<file path="src/rtl/wb_arbiter.sv">
// Writeback arbiter: grants the ALU or the multi-cycle unit each cycle and registers the winner
// onto the register-file write port, which doubles as the decode forwarding source.
module wb_arbiter #(
    parameter int unsigned XLEN       = 32,
    parameter int unsigned STARVE_MAX = 3,
    parameter int unsigned CNT_W      = 2
) (
    input  logic             clk,
    input  logic             rst_n,
    input  logic             ex_valid,
    output logic             ex_ready,
    input  logic [4:0]       ex_rd,
    input  logic [XLEN-1:0]  ex_data,
    input  logic             mu_valid,
    output logic             mu_ready,
    input  logic [4:0]       mu_rd,
    input  logic [XLEN-1:0]  mu_data,
    output logic             rf_we,
    output logic [4:0]       rf_rd,
    output logic [XLEN-1:0]  rf_wdata,
    output logic             fwd_valid,
    output logic [4:0]       fwd_rd,
    output logic [XLEN-1:0]  fwd_data,
    output logic [CNT_W-1:0] starve_cnt
);

    localparam logic [CNT_W-1:0] StarveMax = CNT_W'(STARVE_MAX);

    logic             ex_gnt, mu_gnt;
    logic [CNT_W-1:0] starve_cnt_q, starve_cnt_d;
    logic             we_q, we_d;
    logic [4:0]       rd_q, rd_d;
    logic [XLEN-1:0]  data_q, data_d;

    // mu wins contention until ex has lost STARVE_MAX times in a row
    always_comb begin
        ex_gnt = ex_valid & (~mu_valid | (starve_cnt_q == StarveMax));
        mu_gnt = mu_valid & ~ex_gnt;
    end

    assign ex_ready = ex_gnt & rst_n;
    assign mu_ready = mu_gnt & rst_n;

    always_comb begin
        starve_cnt_d = starve_cnt_q;
        if (ex_gnt) begin
            starve_cnt_d = '0;
        end else if (ex_valid && (starve_cnt_q != StarveMax)) begin
            starve_cnt_d = starve_cnt_q + CNT_W'(1);
        end
    end

    // Writes to x0 complete the handshake but never raise the write enable
    always_comb begin
        we_d   = 1'b0;
        rd_d   = rd_q;
        data_d = data_q;
        if (ex_gnt) begin
            we_d   = |ex_rd;
            rd_d   = ex_rd;
            data_d = ex_data;
        end else if (mu_gnt) begin
            we_d   = |mu_rd;
            rd_d   = mu_rd;
            data_d = mu_data;
        end
    end

    always_ff @(posedge clk or negedge rst_n) begin
        if (!rst_n) begin
            starve_cnt_q <= '0;
            we_q         <= 1'b0;
            rd_q         <= '0;
            data_q       <= '0;
        end else begin
            starve_cnt_q <= starve_cnt_d;
            we_q         <= we_d;
            rd_q         <= rd_d;
            data_q       <= data_d;
        end
    end

    assign rf_we      = we_q;
    assign rf_rd      = rd_q;
    assign rf_wdata   = data_q;
    assign fwd_valid  = we_q;
    assign fwd_rd     = rd_q;
    assign fwd_data   = data_q;
    assign starve_cnt = starve_cnt_q;

endmodule

</file>
<file path="config.mk">
export PLATFORM = sky130hd
export DESIGN_NAME = wb_arbiter
export DESIGN_NICKNAME = d
export VERILOG_FILES = /design/src/rtl/wb_arbiter.sv
export SDC_FILE = /design/constraint.sdc
export NUM_CORES = 1
export LEC_CHECK = 0
export CAP_MARGIN = 30
export CORE_UTILIZATION = 38
export CTS_BUF_LIST = sky130_fd_sc_hd__clkbuf_4 sky130_fd_sc_hd__clkbuf_8
export CTS_CLUSTER_SIZE = 20
export DETAILED_ROUTE_END_ITERATION = 8
export PLACE_DENSITY = 0.83
export SLEW_MARGIN = 20
export SYNTH_ARGS = -nofsm -noshare
export SYNTH_HDL_FRONTEND = slang
export SYNTH_SLANG_ARGS = --single-unit
</file>
<file path="constraint.sdc">
create_clock -name clk -period 2.4 [get_ports clk]
set_clock_uncertainty 0.1 [all_clocks]
set_input_delay 0.72 -clock clk [delete_from_list [all_inputs] [get_ports clk]]
set_output_delay 0.72 -clock clk [all_outputs]
set_load 0.01 [all_outputs]
</file>
==> flow_metrics.env, run 1 <==
export IMPL_status="completed"
export IMPL_grt_pass1_vias=2325
export IMPL_finalMaxSlewViolations=0
export IMPL_p_leak_nw=1.58
export IMPL_finish_utilization_pct=61.3
export IMPL_ios=158
export IMPL_die_h_um=83.1
export IMPL_dr_total_vias=2262
export IMPL_critical_path_endpoint_type="output port"
export IMPL_synthMuxAreaShare_pct=0.451
export IMPL_numCtsBuffers=5
export IMPL_dpl_hpwl_um=4990
export IMPL_cts_tree="done"
export IMPL_ant_nets=0
export IMPL_dieWidth_um=83.1
export IMPL_grtUsageTotal_pct=20.6
export IMPL_hold_slack_ns=0.309
export IMPL_synth_top_family_by_area="compound AO/OA/AOI/OAI gates"
export IMPL_synth_area_um2=2500
export IMPL_synth_seq_cells=40
export IMPL_ctsRootBufferMaster="clkbuf_8"
export IMPL_worstPathRequired_ns=1.58
export IMPL_synth_xor_area_share_pct=0
export IMPL_synth_fa_ha_area_share_pct=0.501
export IMPL_wl_per_cell_um=16.9
export IMPL_cp_max_fo=2
export IMPL_synth_largest_area_cell="dfrtp_1"
export IMPL_clk_pin_slew_worst_paths_ns=0.08
export IMPL_ff2ff_setup_slack_ns=0.45
export IMPL_synth_cells=227
export IMPL_hold_viol_final=0
export IMPL_gp_congestion=0.796
export IMPL_timing_final_ws_setup_ns=0.0756
export IMPL_rsz0062_at_grt="false"
export IMPL_synth_edf_count=0
export IMPL_cp_top_family="flip-flops"
export IMPL_timing_rr_start="starve_cnt[1]"
export IMPL_synth_area_leaders="dfrtp_1, a211o_1, buf_4, nor2b_1, o221a_1"
export IMPL_ctsHtreeMaxLevel=2
export IMPL_yosys_area_top_type_share_pct=40.1
export IMPL_core_area_um2=6350
export IMPL_design_area_um2=3890
export IMPL_final_common_cell="clkdlybuf4s50_1"
export IMPL_drc=0
export IMPL_overflow=0
export IMPL_worst_pin_slew_ns=0.472
export IMPL_nets=420
export IMPL_setup_violations=0
export IMPL_num_rows=29
export IMPL_slew_headroom_pct=68.5
export IMPL_yosys_most_used_dff="dfrtp_1"
export IMPL_grt_max_degree=44
export IMPL_dieArea_um2=6900
export IMPL_ir_drop_mv=0.266
export IMPL_initialDrtViolationCount=60
export IMPL_synthArstFlopShare_pct=100
export IMPL_max_freq_ghz=0.430
export IMPL_vias_per_cell=5.41
export IMPL_place_area_um2=3810
export IMPL_crit_chain="ha_1, nand2b_2, and3_1, clkdlybuf4s15_1"
export IMPL_ctsHoldBuffers=0
export IMPL_cp_depth=4
export IMPL_drv_cap=0
export IMPL_grt_antenna_before_repair=0
export IMPL_synth_fp_nets=306
export IMPL_synth_compound_area_share_pct=30.4
export IMPL_critPathLaunchType="flip-flop"
export IMPL_start_util_pct=39.3
export IMPL_syn_area_per_cell_um2=11.0
export IMPL_worst_path_buf_inv=1
export IMPL_hold_class="in2async"
export IMPL_finalPower_w=0.00213
export IMPL_area_growth_pct=55.9
export IMPL_reg2reg_depth=6
export IMPL_critical_path_max_stage_delay_ns=0.39
export IMPL_critPathSlowestCell="dfrtp_1"
export IMPL_drt_wl_total_um=7050
export IMPL_num_fill_cells=560
export IMPL_rr_endpoint="fwd_data[11]"
export IMPL_diodes=0
export IMPL_dp_slack_ns=-0.0487
export IMPL_grt_pass1_wl_um=11500
export IMPL_power_density_nw_per_um2=547
export IMPL_synth_distinct_cells=20
export IMPL_clock_latency_ns=0.29
export IMPL_critical_path_arrival_ns=1.50
export IMPL_synth_seq_area_share_pct=40.1
export IMPL_firstDrtPassIters=4
export IMPL_synth_simple_area_share_pct=11.4
export IMPL_final_layout_size_suffix_gt1_share_pct=11.7
export IMPL_period_needed_ns=2.32
export IMPL_io_buffers=157
export IMPL_finalCritPeriodShare_pct=96.9
export IMPL_path_class="reg2out"
export IMPL_synth_warnings=0
export IMPL_mostFrequentLayoutCells="clkdlybuf4s50_1, dfrtp_1, nor2b_1, a211o_1, o221a_1"
export IMPL_clock_path_buffers=2
export IMPL_clock_sinks=40
-- where the power goes --
group	total, W	switching, W	leakage [nW]	internal, W
clock network	0.000445	0.000236	0.0445	0.000209
logic	0.000862	0.000319	1.07	0.000544
registers	0.000823	0.0000638	0.473	0.000759
-- worst max path at each step --
stage	start	endpoint	slack (ns)
floorplan	ex_valid	mu_ready	0.15
finish	starve_cnt[0]	ex_ready	0.08
global placement	mu_valid	ex_ready	-0.04
CTS	starve_cnt[0]	ex_ready	0.03
global route	starve_cnt[0]	ex_ready	0.005
detailed placement	ex_valid	mu_ready	-0.05
-- registers in the layout, indices dropped and copies added, names as in the netlist --
name	count
starve_cnt	2
fwd_rd	5
fwd_valid	1
fwd_data	32
-- synth_stat cells (2+ instances only) --
master,number
buf_2,8
nand2_1,3
nor2_1,2
a211o_1,37
o221a_2,18
and3_1,2
buf_4,39
buf_6,6
nor2b_1,37
or4_1,2
o221a_1,19
dfrtp_1,40
clkbuf_1,7
-- logic make-up after synthesis --
family,Yosys count
AOI/OAI and AO/OA,77
buffers and inverters,61
and+or+nand+nor,47
DFF,40
muxes,1
adders and majority gates,1
-- stage by stage --
step | setup TNS, ns | std cells
2_1_floorplan | 0 | 227
3_3_place_gp | -0.0721 | 410
3_5_place_dp | -0.0917 | 410
4_1_cts | 0 | 417
5_1_grt | 0 | 418
6_report | 0 | 418
-- final cells by class --
type	instances	area (um^2)	area share, %
Timing Repair Buffer	167	1640	42.2
Sequential cell	40	1000	25.7
Multi-Input combinational cell	126	1070	27.5
Clock buffer	6	76.3	1.96
Clock inverter	1	5.00	0.128
Inverter	1	3.75	0.0964
Tap cell	77	96.3	2.47
-- worst reg2reg max path: cells and delay by family, from the launching register on --
family / cells / cell delay, ns
AOI/OAI and AO/OA: 1 / 0.27
adders and majority gates: 1 / 0.17
DFF: 1 / 0.37
and+or+nand+nor: 2 / 0.30
buffers and inverters: 2 / 0.61
-- routing by layer --
layer	track usage, %	vias to the layer above	share of wire, %
met3	5.37	13	6.2
li1	-	1051	-
met5	0	-	0
met1	24.7	1096	41
met4	5.80	0	1.9
met2	36.1	102	51
-- what timing repair did --
item | CTS | global route
gates resized for setup | 3 | 0
buffers inserted | 0 | 1
endpoints found under the setup margin | 2 | 1
hold endpoints to repair | 0 | 0
(Power assumes the default switching activity.)
==> run 2: changes to the inputs <==
--- a/config.mk
+++ b/config.mk
@@ -6,6 +6,7 @@
 export NUM_CORES = 1
 export LEC_CHECK = 0
 export CAP_MARGIN = 30
+export CORE_MARGIN = 5
 export CORE_UTILIZATION = 38
 export CTS_BUF_LIST = sky130_fd_sc_hd__clkbuf_4 sky130_fd_sc_hd__clkbuf_8
 export CTS_CLUSTER_SIZE = 20
==> flow_metrics.env, run 2 (same netlist as run 1, synthesis figures left out) <==
export IMPL_worstPathRequired_ns=1.58
export IMPL_ant_nets=0
export IMPL_route_top_layer_used="met4"
export IMPL_drv_cap=0
export IMPL_path_class="reg2out"
export IMPL_grt_pass1_wl_um=11600
export IMPL_firstDrtPassIters=4
export IMPL_cts_tree="done"
export IMPL_dpl_hpwl_um=5610
export IMPL_grt_max_degree=56
export IMPL_area_growth_pct=56.4
export IMPL_clock_sinks=40
export IMPL_ir_drop_mv=0.273
export IMPL_clock_latency_ns=0.29
export IMPL_drt_wl_total_um=7530
export IMPL_grtUsageTotal_pct=17.0
export IMPL_grt_pass1_vias=2339
export IMPL_routed_wl_met3_um=580
export IMPL_timing_final_ws_setup_ns=0.0684
export IMPL_crit_chain="ha_1, nand2b_2, and3_1, clkdlybuf4s15_1"
export IMPL_place_area_um2=3800
export IMPL_instances_no_fill=421
export IMPL_dieWidth_um=91.1
export IMPL_core_area_um2=6390
export IMPL_clock_path_buffers=2
export IMPL_nets=422
export IMPL_grt_antenna_before_repair=0
export IMPL_critical_path_arrival_ns=1.51
export IMPL_largest_reg_flops=32
export IMPL_power_internal_w=0.00153
export IMPL_wl_met2_um=3870
export IMPL_status="completed"
export IMPL_worst_path_buf_inv=1
export IMPL_start_util_pct=39.1
export IMPL_power_frac_comb_pct=40.2
export IMPL_setup_violations=0
export IMPL_power_density_nw_per_um2=552
export IMPL_cp_top_family="flip-flops"
export IMPL_wl_per_cell_um=17.9
export IMPL_initialDrtViolationCount=76
export IMPL_final_common_cell="clkdlybuf4s50_1"
export IMPL_dp_slack_ns=-0.0680
export IMPL_rsz0062_at_grt="false"
export IMPL_p_clk_share_pct=21.7
export IMPL_period_needed_ns=2.33
export IMPL_worst_pin_slew_ns=0.542
export IMPL_mostFrequentLayoutCells="clkdlybuf4s50_1, dfrtp_1, nor2b_1, a211o_1, o221a_1"
export IMPL_diodes=0
export IMPL_critical_path_endpoint_type="output port"
export IMPL_rr_endpoint="fwd_data[7]"
export IMPL_numCtsBuffers=5
export IMPL_design_area_um2=3910
export IMPL_wl_met1_um=2990
export IMPL_drc=0
export IMPL_max_freq_ghz=0.429
export IMPL_overflow=0
export IMPL_timing_rr_start="starve_cnt[1]"
export IMPL_switchingPower_w=0.000624
export IMPL_p_leak_nw=1.59
export IMPL_hold_viol_final=0
export IMPL_critPathSlowestCell="dfrtp_1"
export IMPL_p_sw_share_pct=28.9
export IMPL_num_rows=29
export IMPL_io_buffers=157
export IMPL_clk_pin_slew_worst_paths_ns=0.08
export IMPL_slew_headroom_pct=63.9
export IMPL_vias_per_cell=5.35
export IMPL_ios=158
export IMPL_ff2ff_setup_slack_ns=0.44
export IMPL_dp_cells=411
export IMPL_critical_path_max_stage_delay_ns=0.40
export IMPL_critPathLaunchType="flip-flop"
export IMPL_finalCritPeriodShare_pct=97.1
export IMPL_p_seq_share_pct=38.1
export IMPL_finalMaxSlewViolations=0
export IMPL_dieArea_um2=8300
export IMPL_gp_congestion=0.702
export IMPL_hold_class="in2async"
export IMPL_ctsRootBufferMaster="clkbuf_8"
export IMPL_final_layout_size_suffix_gt1_share_pct=12.5
export IMPL_die_h_um=91.1
export IMPL_cp_max_fo=3
export IMPL_reg2reg_depth=6
export IMPL_dr_total_vias=2254
export IMPL_ctsHtreeMaxLevel=2
## run 2: changes by cell type in the layout (fill, tap and decap cells not counted)
cell,previous run,this run
buf_4,9,12
buf_12,1,0
clkbuf_4,1,0
clkbuf_8,5,6
clkinv_2,1,2
## run 2: how the worst max path moves through the flow
stage,cells past startpoint,endpoint,slack [ns],startpoint
floorplan,4,mu_ready,0.15,ex_valid
global placement,4,ex_ready,-0.06,mu_valid
detailed placement,4,ex_ready,-0.07,mu_valid
CTS,4,ex_ready,0.004,starve_cnt[0]
global route,4,ex_ready,0.006,starve_cnt[0]
finish,4,ex_ready,0.07,starve_cnt[0]
## run 2: power by group through the flow
stage / combinational [W] / clock (W) / sequential, W
6_report: 0.000868 / 0.000469 / 0.000823
4_1_cts: 0.000868 / 0.000483 / 0.000824
3_3_place_gp: 0.000853 / 0 / 0.000831
5_1_grt: 0.000924 / 0.000513 / 0.000835
2_1_floorplan: 0.000408 / 0 / 0.000868
3_5_place_dp: 0.000867 / 0 / 0.000835
## run 2: repair_timing
action / CTS / global route
setup buffers: 0 / 2
setup endpoints to repair: 2 / 1
gates resized for setup: 2 / 1
pin swaps: 0 / 0
hold buffers: 0 / 0
## run 2: cell type report
type                       instances  area, um^2
timing repair buffer             169        1650
clock buffer                       6        82.6
sequential                        40        1000
tap                               77        96.3
inverter                           1        3.75
multi-input combinational        126        1070
fill                             533        2480
clock inverter                     2        10.0
## run 2: through the flow
step | hold WS (ns) | total power, W | setup TNS, ns | utilization [%]
3_3_place_gp | 0.439 | 0.00168 | -0.106 | 59.5
5_1_grt | 0.335 | 0.00227 | 0 | 61.2
4_1_cts | 0.323 | 0.00218 | 0 | 61.0
3_5_place_dp | 0.455 | 0.00170 | -0.131 | 59.5
6_report | 0.316 | 0.00216 | 0 | 61.2
2_1_floorplan | 0.324 | 0.00128 | 0 | -
## run 2: per-layer routing
metal,up-vias,GRT usage (%)
met1,1096,19.5
met2,95,31.1
li1,1055,-
met5,-,0
met4,0,3.42
met3,8,5.29
